## src/rtl/amber48_pkg.sv

```systemverilog
// amber48_pkg
// Shared types and constants for the amber48 execute stage.
//   md_op_e     : multiply/divide operation codes accepted by the sequencer
//   md_state_e  : sequencer FSM states
//   MD_XLEN     : datapath width of the amber48 core
//   MD_CYCLES   : number of iteration cycles spent in CALC (one bit per cycle)
//   md_is_div() : true for the divide-family operations
package amber48_pkg;

    localparam int MD_XLEN   = 48;
    localparam int MD_CYCLES = MD_XLEN;

    typedef enum logic [1:0] {
        MD_MUL   = 2'd0,
        MD_MULHU = 2'd1,
        MD_DIVU  = 2'd2,
        MD_REMU  = 2'd3
    } md_op_e;

    typedef enum logic [1:0] {
        MD_IDLE = 2'd0,
        MD_CALC = 2'd1,
        MD_DONE = 2'd2
    } md_state_e;

    // DIVU and REMU share the upper opcode bit.
    function automatic logic md_is_div(input logic [1:0] op);
        return op[1];
    endfunction

endpackage

```

## src/rtl/amber48_md_addsub.sv

```systemverilog
// amber48_md_addsub
// Combinational add/subtract shared by the multiply and divide iterations.
//   sub_i : 1 = a_i - b_i, 0 = a_i + b_i
//   a_i   : first operand (W bits)
//   b_i   : second operand (W bits)
//   sum_o : result, W bits; for subtraction the MSB acts as the sign
module amber48_md_addsub #(
    parameter int W = 49
) (
    input  logic         sub_i,
    input  logic [W-1:0] a_i,
    input  logic [W-1:0] b_i,
    output logic [W-1:0] sum_o
);

    // Subtraction is a + ~b + 1, so one carry chain serves both modes.
    always_comb begin
        sum_o = a_i + (b_i ^ {W{sub_i}}) + W'(sub_i);
    end

endmodule

```

## src/rtl/amber48_muldiv_seq.sv

```systemverilog
// amber48_muldiv_seq
// Bit-serial unsigned MUL/MULHU/DIVU/REMU sequencer for the amber48 execute
// stage. One request at a time; 48 iteration cycles over a single shared
// 49-bit add/subtract, then the result is held until the consumer takes it.
//   clk_i, rst_i     : clock, synchronous active-high reset
//   req_valid_i/req_ready_o : request handshake (ready only in IDLE)
//   req_op_i, req_a_i, req_b_i, req_rd_i : operation, operands, dest tag
//   flush_i          : abort whatever is in flight, including a held result
//   resp_valid_o/resp_ready_i : response handshake
//   resp_result_o, resp_rd_o  : result and the tag captured at accept
//   busy_o           : high while an operation is in flight or held
module amber48_muldiv_seq
    import amber48_pkg::*;
#(
    parameter int XLEN  = 48,
    parameter int TAG_W = 4
) (
    input  logic             clk_i,
    input  logic             rst_i,
    input  logic             req_valid_i,
    output logic             req_ready_o,
    input  logic [1:0]       req_op_i,
    input  logic [XLEN-1:0]  req_a_i,
    input  logic [XLEN-1:0]  req_b_i,
    input  logic [TAG_W-1:0] req_rd_i,
    input  logic             flush_i,
    output logic             resp_valid_o,
    input  logic             resp_ready_i,
    output logic [XLEN-1:0]  resp_result_o,
    output logic [TAG_W-1:0] resp_rd_o,
    output logic             busy_o
);

    localparam logic [5:0] CNT_LOAD = 6'(MD_CYCLES - 1);

    md_state_e        state_q;
    md_op_e           op_q;
    logic [TAG_W-1:0] rd_q;
    logic [5:0]       cnt_q;
    // opnd_q holds the multiplicand A for multiplies and the divisor B for
    // divides, i.e. whatever the shared adder combines with hi_q each cycle.
    logic [XLEN-1:0]  opnd_q;
    // hi_q: product high half / partial remainder R.
    // lo_q: multiplier bits shifting out / quotient Q shifting in.
    // R never exceeds the divisor, so its 49th bit is always zero and is
    // not stored; the sign of the trial subtraction comes from the adder.
    logic [XLEN-1:0]  hi_q;
    logic [XLEN-1:0]  lo_q;
    logic [XLEN-1:0]  result_q;

    logic             add_sub;
    logic [XLEN:0]    add_a;
    logic [XLEN:0]    add_b;
    logic [XLEN:0]    add_sum;
    logic [XLEN:0]    div_shift;
    logic [XLEN-1:0]  hi_next;
    logic [XLEN-1:0]  lo_next;
    logic [XLEN-1:0]  final_result;
    logic             is_div;

    assign is_div = md_is_div(op_q);

    amber48_md_addsub #(.W(XLEN + 1)) u_addsub (
        .sub_i (add_sub),
        .a_i   (add_a),
        .b_i   (add_b),
        .sum_o (add_sum)
    );

    // One iteration step. Multiply: conditionally add A to hi, then shift
    // {carry,hi,lo} right. Divide: shift the next dividend bit into R and
    // try subtracting B; a negative trial restores the shifted R and
    // shifts a 0 into Q.
    always_comb begin
        div_shift = {hi_q, lo_q[XLEN-1]};
        add_sub   = 1'b0;
        add_a     = {1'b0, hi_q};
        add_b     = lo_q[0] ? {1'b0, opnd_q} : '0;
        hi_next   = add_sum[XLEN:1];
        lo_next   = {add_sum[0], lo_q[XLEN-1:1]};
        if (is_div) begin
            add_sub = 1'b1;
            add_a   = div_shift;
            add_b   = {1'b0, opnd_q};
            if (add_sum[XLEN]) begin
                hi_next = div_shift[XLEN-1:0];
                lo_next = {lo_q[XLEN-2:0], 1'b0};
            end else begin
                hi_next = add_sum[XLEN-1:0];
                lo_next = {lo_q[XLEN-2:0], 1'b1};
            end
        end
        // MULHU and REMU read the hi side, MUL and DIVU the lo side.
        final_result = op_q[0] ? hi_next : lo_next;
    end

    // Sequencer FSM. Flush wins over everything except reset, including a
    // response handshake in the same cycle. Result and tag are cleared when
    // the response leaves DONE so the outputs rest at their reset values.
    always_ff @(posedge clk_i) begin
        if (rst_i) begin
            state_q  <= MD_IDLE;
            op_q     <= MD_MUL;
            rd_q     <= '0;
            cnt_q    <= '0;
            opnd_q   <= '0;
            hi_q     <= '0;
            lo_q     <= '0;
            result_q <= '0;
        end else if (flush_i) begin
            state_q  <= MD_IDLE;
            cnt_q    <= '0;
            rd_q     <= '0;
            result_q <= '0;
        end else begin
            case (state_q)
                MD_IDLE: begin
                    if (req_valid_i) begin
                        op_q  <= md_op_e'(req_op_i);
                        rd_q  <= req_rd_i;
                        hi_q  <= '0;
                        cnt_q <= CNT_LOAD;
                        if (md_is_div(req_op_i)) begin
                            opnd_q <= req_b_i;
                            lo_q   <= req_a_i;
                        end else begin
                            opnd_q <= req_a_i;
                            lo_q   <= req_b_i;
                        end
                        if (md_is_div(req_op_i) && (req_b_i == '0)) begin
                            // Divide by zero skips iteration entirely.
                            state_q  <= MD_DONE;
                            cnt_q    <= '0;
                            result_q <= (req_op_i == MD_DIVU) ? '1 : req_a_i;
                        end else begin
                            state_q <= MD_CALC;
                        end
                    end
                end
                MD_CALC: begin
                    hi_q <= hi_next;
                    lo_q <= lo_next;
                    if (cnt_q == '0) begin
                        state_q  <= MD_DONE;
                        result_q <= final_result;
                    end else begin
                        cnt_q <= cnt_q - 6'd1;
                    end
                end
                MD_DONE: begin
                    if (resp_ready_i) begin
                        state_q  <= MD_IDLE;
                        rd_q     <= '0;
                        result_q <= '0;
                    end
                end
                default: begin
                    state_q <= MD_IDLE;
                end
            endcase
        end
    end

    assign req_ready_o   = (state_q == MD_IDLE);
    assign busy_o        = (state_q != MD_IDLE);
    assign resp_valid_o  = (state_q == MD_DONE);
    assign resp_result_o = result_q;
    assign resp_rd_o     = rd_q;

endmodule
```

## config.mk

```make
export PLATFORM = sky130hd
export DESIGN_NAME = amber48_muldiv_seq
export DESIGN_NICKNAME = d
export VERILOG_FILES = /design/src/rtl/amber48_pkg.sv /design/src/rtl/amber48_md_addsub.sv /design/src/rtl/amber48_muldiv_seq.sv
export SDC_FILE = /design/constraint.sdc
export NUM_CORES = 1
export LEC_CHECK = 0
export CORE_ASPECT_RATIO = 1.25
export CORE_MARGIN = 2
export CORE_UTILIZATION = 50
export CTS_CLUSTER_SIZE = 16
export DETAILED_ROUTE_END_ITERATION = 6
export PLACE_DENSITY = 0.69
export SYNTH_ARGS = -nofsm -noshare
export SYNTH_HDL_FRONTEND = slang
export SYNTH_SLANG_ARGS = --single-unit
```

## constraint.sdc

```tcl
create_clock -name clk_i -period 11 [get_ports clk_i]
set_clock_uncertainty 0.2 [all_clocks]
set_input_delay 2.2 -clock clk_i [delete_from_list [all_inputs] [get_ports clk_i]]
set_output_delay 2.2 -clock clk_i [all_outputs]
set_load 0.005 [all_outputs]
```

==> metrics.txt, run 1 <==
Tcrit/Tclk final=0.6121; Die Width=163.4 um; Post-synth EDFFs=0; syn_area_per_cell=7.525 um2; worst skew pair latency=0.53 ns; RSZ-0062 raised after global routing=false; Crit path buffers/inverters=3; CP Class=reg -> reg; type of the most critical hold path=reg -> reg; largest net degree at the start of global routing=99; Min-Delay Endpoint=resp_rd_o[0]; # resized after CTS=0; Worst R2R End=resp_result_o[15]; post-route cell area=0.01827 mm2; Top Ports=162; Synth Cell Area=0.01588 mm2; Synth Instances=2,110; Die H=203.2 um; row cnt=72; Max Slew Vio Count=0; TritonCTS clock tree=yes; gpl congestion=0.9324; Die Area=0.03321 mm2; via count of the first global-routing pass=15.22k; via count=16.80k; Synth area leader=dfxtp_1; crit path max fanout=93; fraction of registers with async set/reset=0; Leakage=6.563 nW; multi-input logic area=0.01099 mm2; top-count cell post-synth=nor2_1; top post-synthesis cells by area=dfxtp_1, mux2i_1, a211oi_1; worst-path cell chain=buf_4 > buf_4 > mux2_2 > ha_1 > a21oi_1 > o21ai_0 > a21oi_1 > o31ai_1 > a211oi_4 > xnor2_4 > buf_4 > mux2i_1 > a211oi_1 > o221a_2; FF+latch area=0.004128 mm2; Fin. Hold Viols=0; Reg2Reg Launch Point=op_q[1]; warnings from Yosys=0; GRT Residual Overflow=0; slack of the worst reg-to-reg path=4.27 ns; hold path cells=2; PwrDens=113.7 mW/mm2; area delta synth->final=15.04%; Worst EP required=11.27 ns; Core ar.=0.03108 mm2; max_slew headroom=0.3082; # fillers=2,924; CTS root buffer=clkbuf_16; GRT Overall Usage=0.3448; Yosys reg bits=206; Synth Flop Type=dfxtp_1; hpwl dp=42,570 um; syn_nets=2,271; max_cap viols=0; port bufs=161; Reg2Reg Depth=14; register area share after synthesis=0.2597; Crit path largest cell delay=0.85 ns; H-tree depth=1; f_max=0.1485 GHz; family with the most delay on the worst path=compound AO/OA/AOI/OAI gates; Reg clk slew, reported paths=0.06 ns; antenna diode count=0; Synth top area share=0.2597; Avg WL per Cell=23.01 um; CTS Buf Count=23; endpoints failing setup=0; setup bufs post-CTS=0; first-pass GRT wire length=89,930 um; maximum vdd drop=0.1164 mV; DRT Pass-1 Iters=5; Netlist cell types=81; maximum root-to-sink buffer count=3; Slew @ Worst Pin=1.038 ns; CP max-delay cell=buf_4; routed wire length=58,830 um; CP Capture Type=register; cts hold-fix bufs=0; 1st-iter DRT viols=1,984; Final min period=6.733 ns; Antenna Violating Nets Remaining=0; fin nets=2,296; Initial Util=0.5109; most frequent cell on the critical path=buf_4; setup TNS=0 ns; initial antenna violation count=0; share of layout cells above drive strength 1=0.07256; hold path startpoint=resp_rd_o[0]; clock tree sinks=206; CP Launch Type=register; outcome=finished, final reports clean; DRC errors left=0; most frequent cells after synthesis=nor2_1, dfxtp_1, a21oi_1, a211oi_1, o21ai_0; WP data arrival=7.00 ns; vias per std cell=6.571; placed inst area=0.01753 mm2
==> power by group <==
| part | leakage (nW) | total (mW) | internal [mW] | switching [mW] |
|---|---|---|---|---|
| clock | 0.364 | 0.781 | 0.446 | 0.334 |
| combinational | 4.52 | 0.479 | 0.179 | 0.299 |
| sequential | 1.68 | 0.818 | 0.782 | 0.0357 |
| total | 6.56 | 2.08 | 1.41 | 0.669 |
==> registers in the layout (all words and copies together), names as in the netlist <==
signal	flops
hi_q	48
lo_q	48
opnd_q	48
resp_result_o	48
cnt_q	6
resp_rd_o	4
op_q	2
state_q	2
==> cells in the final DEF (no fill, tap or decap), types with 13 or more instances in the layout <==
master,n
nor2_1,265
dfxtp_1,205
a21oi_1,174
clkdlybuf4s50_1,159
o21ai_0,157
a211oi_1,157
nand2_1,135
mux2i_1,119
nand3_1,65
nor2b_1,56
mux2_2,54
ha_1,51
a31oi_1,33
buf_4,28
nor3_1,27
o22ai_1,27
inv_1,24
o211ai_1,24
clkbuf_16,23
xnor2_1,22
a21o_1,21
nand4_1,19
nor4_1,18
xor2_1,18
o21bai_1,16
nand2b_1,15
a22o_1,14
o221ai_1,13
==> routing by layer <==
layer / global-route usage / vias up / wire, um
met5: 0 / - / 0
met4: 0.08786 / 0 / 1516
met3: 0.07220 / 91 / 5677
met2: 0.5191 / 838 / 25480
met1: 0.4998 / 7948 / 26150
li1: - / 7926 / -
==> kinds of logic (layout without fill, tap and decap cells) <==
group           Yosys count  count (layout)  share of synthesized area
compound gates          761             761                     0.3143
xor+xnor                 42              42                    0.02364
fa+ha+maj                54              54                    0.04303
buf+inv                 212             252                    0.05264
flops                   206             206                     0.2597
mux                     174             174                     0.1140
simple gates            661             661                     0.1926
==> final cells by class <==
cell class,instances,share of cell area
well taps,407,0.02788
clock buffers,32,0.03665
inverters,25,0.005206
clock inverters,8,0.003836
multi-input cells,1692,0.6018
flip-flops and latches,206,0.2260
repair buffers,187,0.09864
==> worst reg2reg max path, delay by kind of cell (launching register included) <==
kind | cells | cell delay (ns)
AOI/OAI and AO/OA | 7 | 2.24
adders and majority gates | 1 | 0.47
buffers and inverters | 3 | 2.23
DFF | 1 | 0.66
muxes | 2 | 0.66
xor gates and xnor gates | 1 | 0.19
==> worst max path at each step <==
stage	startpoint	endpoint	slack, ns	cells past startpoint
floorplan	op_q[1]	resp_result_o[3]	5.98	17
global placement	op_q[1]	resp_result_o[15]	4.55	14
detailed placement	op_q[1]	resp_result_o[15]	4.50	14
CTS	op_q[1]	resp_result_o[15]	4.45	14
global route	op_q[1]	resp_result_o[15]	4.06	14
finish	op_q[1]	resp_result_o[15]	4.27	14
==> per-stage QoR <==
stage / std cells / power [mW] / utilization / hold WS (ns) / setup WS, ns
after CTS: 2557 / 2.068 / 0.5877 / 0.2629 / 4.449
after global placement: 2517 / 1.293 / 0.5639 / 0.2392 / 4.548
after global routing: 2557 / 2.153 / 0.5877 / 0.2797 / 4.060
after floorplan: 2110 / 1.123 / - / 0.2277 / 5.975
final: 2557 / 2.078 / 0.5877 / 0.2566 / 4.267
after detailed placement: 2517 / 1.296 / 0.5639 / 0.2485 / 4.500
(Power assumes the default switching activity.)
==> run 2: changes to the inputs <==
clock period = 6.8 ns   (was 11 ns; I/O delays follow)
==> run 2 against run 1 <==
Against the previous run:
- die area unchanged
- via count increased by 0.86%
- critical endpoint is now resp_result_o[38]
- largest cell class unchanged
- combinational power increased by 61%
==> metrics.txt, run 2 (same netlist as run 1, synthesis figures left out) <==
via count=16.95k (+0.86%); CP Capture Type=register; GRT Residual Overflow=0 (unchanged); commonest non-fill, non-tap cell in the layout=nor2_1; Max Slew Vio Count=0 (unchanged); area delta synth->final=15.82%; Fin. Hold Viols=0 (unchanged); DRC errors left=0 (unchanged); CP Launch Type=register; max_cap viols=0 (unchanged); crit path max fanout=79 (-15%); type of the most critical hold path=reg -> reg; Leakage=6.623 nW (+0.91%); Die H=203.2 um (unchanged); hold path startpoint=hi_q[2]; maximum root-to-sink buffer count=3 (unchanged); CP max-delay cell=clkinv_2; row cnt=72 (unchanged); Worst R2R End=resp_result_o[38]; gpl congestion=0.9547 (+2.4%); maximum vdd drop=0.1815 mV (+56%); f_max=0.1771 GHz (+19%); hold path cells=2 (unchanged); port bufs=161 (unchanged); # resized after CTS=0 (unchanged); most frequent cells in the layout=nor2_1, dfxtp_1, a21oi_1; setup bufs post-CTS=0 (unchanged); Core ar.=0.03108 mm2 (unchanged); worst-path cell chain=clkinv_2 > buf_4 > nand3_1 > o21ai_0 > ha_1 > nand4_1 > nor4b_2 > nand2_1 > a21oi_2 > a211oi_4 > xnor2_4 > buf_4 > mux2_2 > nand2b_1 > a221oi_1; outcome=finished, final reports clean; setup TNS=0 ns (unchanged); Tcrit/Tclk final=0.8304 (+0.2183); WP data arrival=5.87 ns (-1.13 ns); family with the most delay on the worst path=buffers and inverters; endpoints failing setup=0 (unchanged); CTS Buf Count=23 (unchanged); CP Class=reg -> reg; 1st-iter DRT viols=2,096 (+5.6%); Slew @ Worst Pin=1.141 ns (+0.1029 ns); initial antenna violation count=1 (+1); Avg WL per Cell=22.81 um (-0.86%); Top Ports=162 (unchanged); most frequent cell on the critical path=buf_4; placed inst area=0.01757 mm2 (+0.24%); vias per std cell=6.613 (+0.63%); Reg2Reg Depth=15 (+1); Die Area=0.03321 mm2 (unchanged); largest net degree at the start of global routing=194 (+96%); Min-Delay Endpoint=hi_q[2]; hpwl dp=42,760 um (+0.45%); max_slew headroom=0.2386 (-0.06965); Reg clk slew, reported paths=0.07 ns (about the same); slack of the worst reg-to-reg path=1.15 ns (-3.11 ns); DRT Pass-1 Iters=5 (unchanged); Final min period=5.647 ns (-1.086 ns); Initial Util=0.5109 (unchanged); Crit path largest cell delay=0.70 ns (-0.15 ns); routed wire length=58,460 um (-0.63%); clock tree sinks=206 (unchanged); CTS root buffer=clkbuf_16; H-tree depth=1 (unchanged); post-route cell area=0.01839 mm2 (+0.68%); Reg2Reg Launch Point=op_q[1]; PwrDens=188.1 mW/mm2 (+65%); Antenna Violating Nets Remaining=0 (unchanged); first-pass GRT wire length=89,090 um (-0.94%); cts hold-fix bufs=0 (unchanged); RSZ-0062 raised after global routing=false; via count of the first global-routing pass=15.36k (+0.89%); Crit path buffers/inverters=3 (unchanged); Die Width=163.4 um (unchanged); TritonCTS clock tree=yes; Worst EP required=7.03 ns (-4.24 ns); GRT Overall Usage=0.3397 (-0.005158); fin nets=2,300 (+0.17%); worst skew pair latency=0.52 ns (about the same); share of layout cells above drive strength 1=0.07471 (+0.002152)
-- run 2: cell count changes in the layout (fill, tap and decap cells not counted) --
cell / before / now
buf_12: 0 / 1
buf_4: 28 / 31
bufinv_16: 1 / 3
clkbuf_8: 6 / 9
clkinv_2: 6 / 3
clkinvlp_4: 2 / 1
diode_2: 0 / 1
-- run 2: layout make-up --
type | count | area, um2
multi-input cells | 1692 | 10990
flip-flops and latches | 206 | 4128
well taps | 407 | 509.2
inverters | 25 | 95.09
diodes | 1 | 2.502
repair buffers | 191 | 1844
clock buffers | 35 | 710.7
clock inverters | 6 | 107.6
fillers | 2887 | 12690
-- run 2: worst max path at each step --
stage               startpoint                end  slack [ns]  depth (start not counted)
global route           op_q[1]  resp_result_o[38]        0.79                         15
finish                 op_q[1]  resp_result_o[38]        1.15                         15
floorplan              op_q[1]   resp_result_o[3]        1.78                         17
CTS                    op_q[1]  resp_result_o[38]        1.18                         15
detailed placement     op_q[1]  resp_result_o[38]        1.21                         15
global placement       op_q[1]  resp_result_o[38]        1.29                         15
-- run 2: layer usage --
layer	up-vias	wire, um	global-route usage
met4	2	1604	0.1018
met1	8036	26300	0.5011
li1	7951	-	-
met3	97	5380	0.05084
met2	862	25160	0.5084
met5	-	12	0
-- run 2: power by group --
group	switching (mW)	internal [mW]
sequential	0.0662	1.27
combinational	0.475	0.294
clock	0.528	0.831
total	1.07	2.39
-- run 2: tightest hold or removal path, delay by kind of cell, from the launching register on --
| kind | cells | cell delay (ns) |
|---|---|---|
| simple gates | 2 | 0.09 |
| flops | 1 | 0.32 |
-- run 2: stage by stage --
step | power (mW) | util | hold WS, ns | setup WS [ns] | std cells
floorplan | 1.817 | - | 0.2277 | 1.775 | 2110
finish | 3.460 | 0.5917 | 0.2557 | 1.153 | 2563
global route | 3.577 | 0.5916 | 0.2653 | 0.7863 | 2562
CTS | 3.440 | 0.5916 | 0.2542 | 1.177 | 2562
detailed placement | 2.098 | 0.5653 | 0.2451 | 1.213 | 2521
global placement | 2.092 | 0.5653 | 0.2397 | 1.288 | 2521
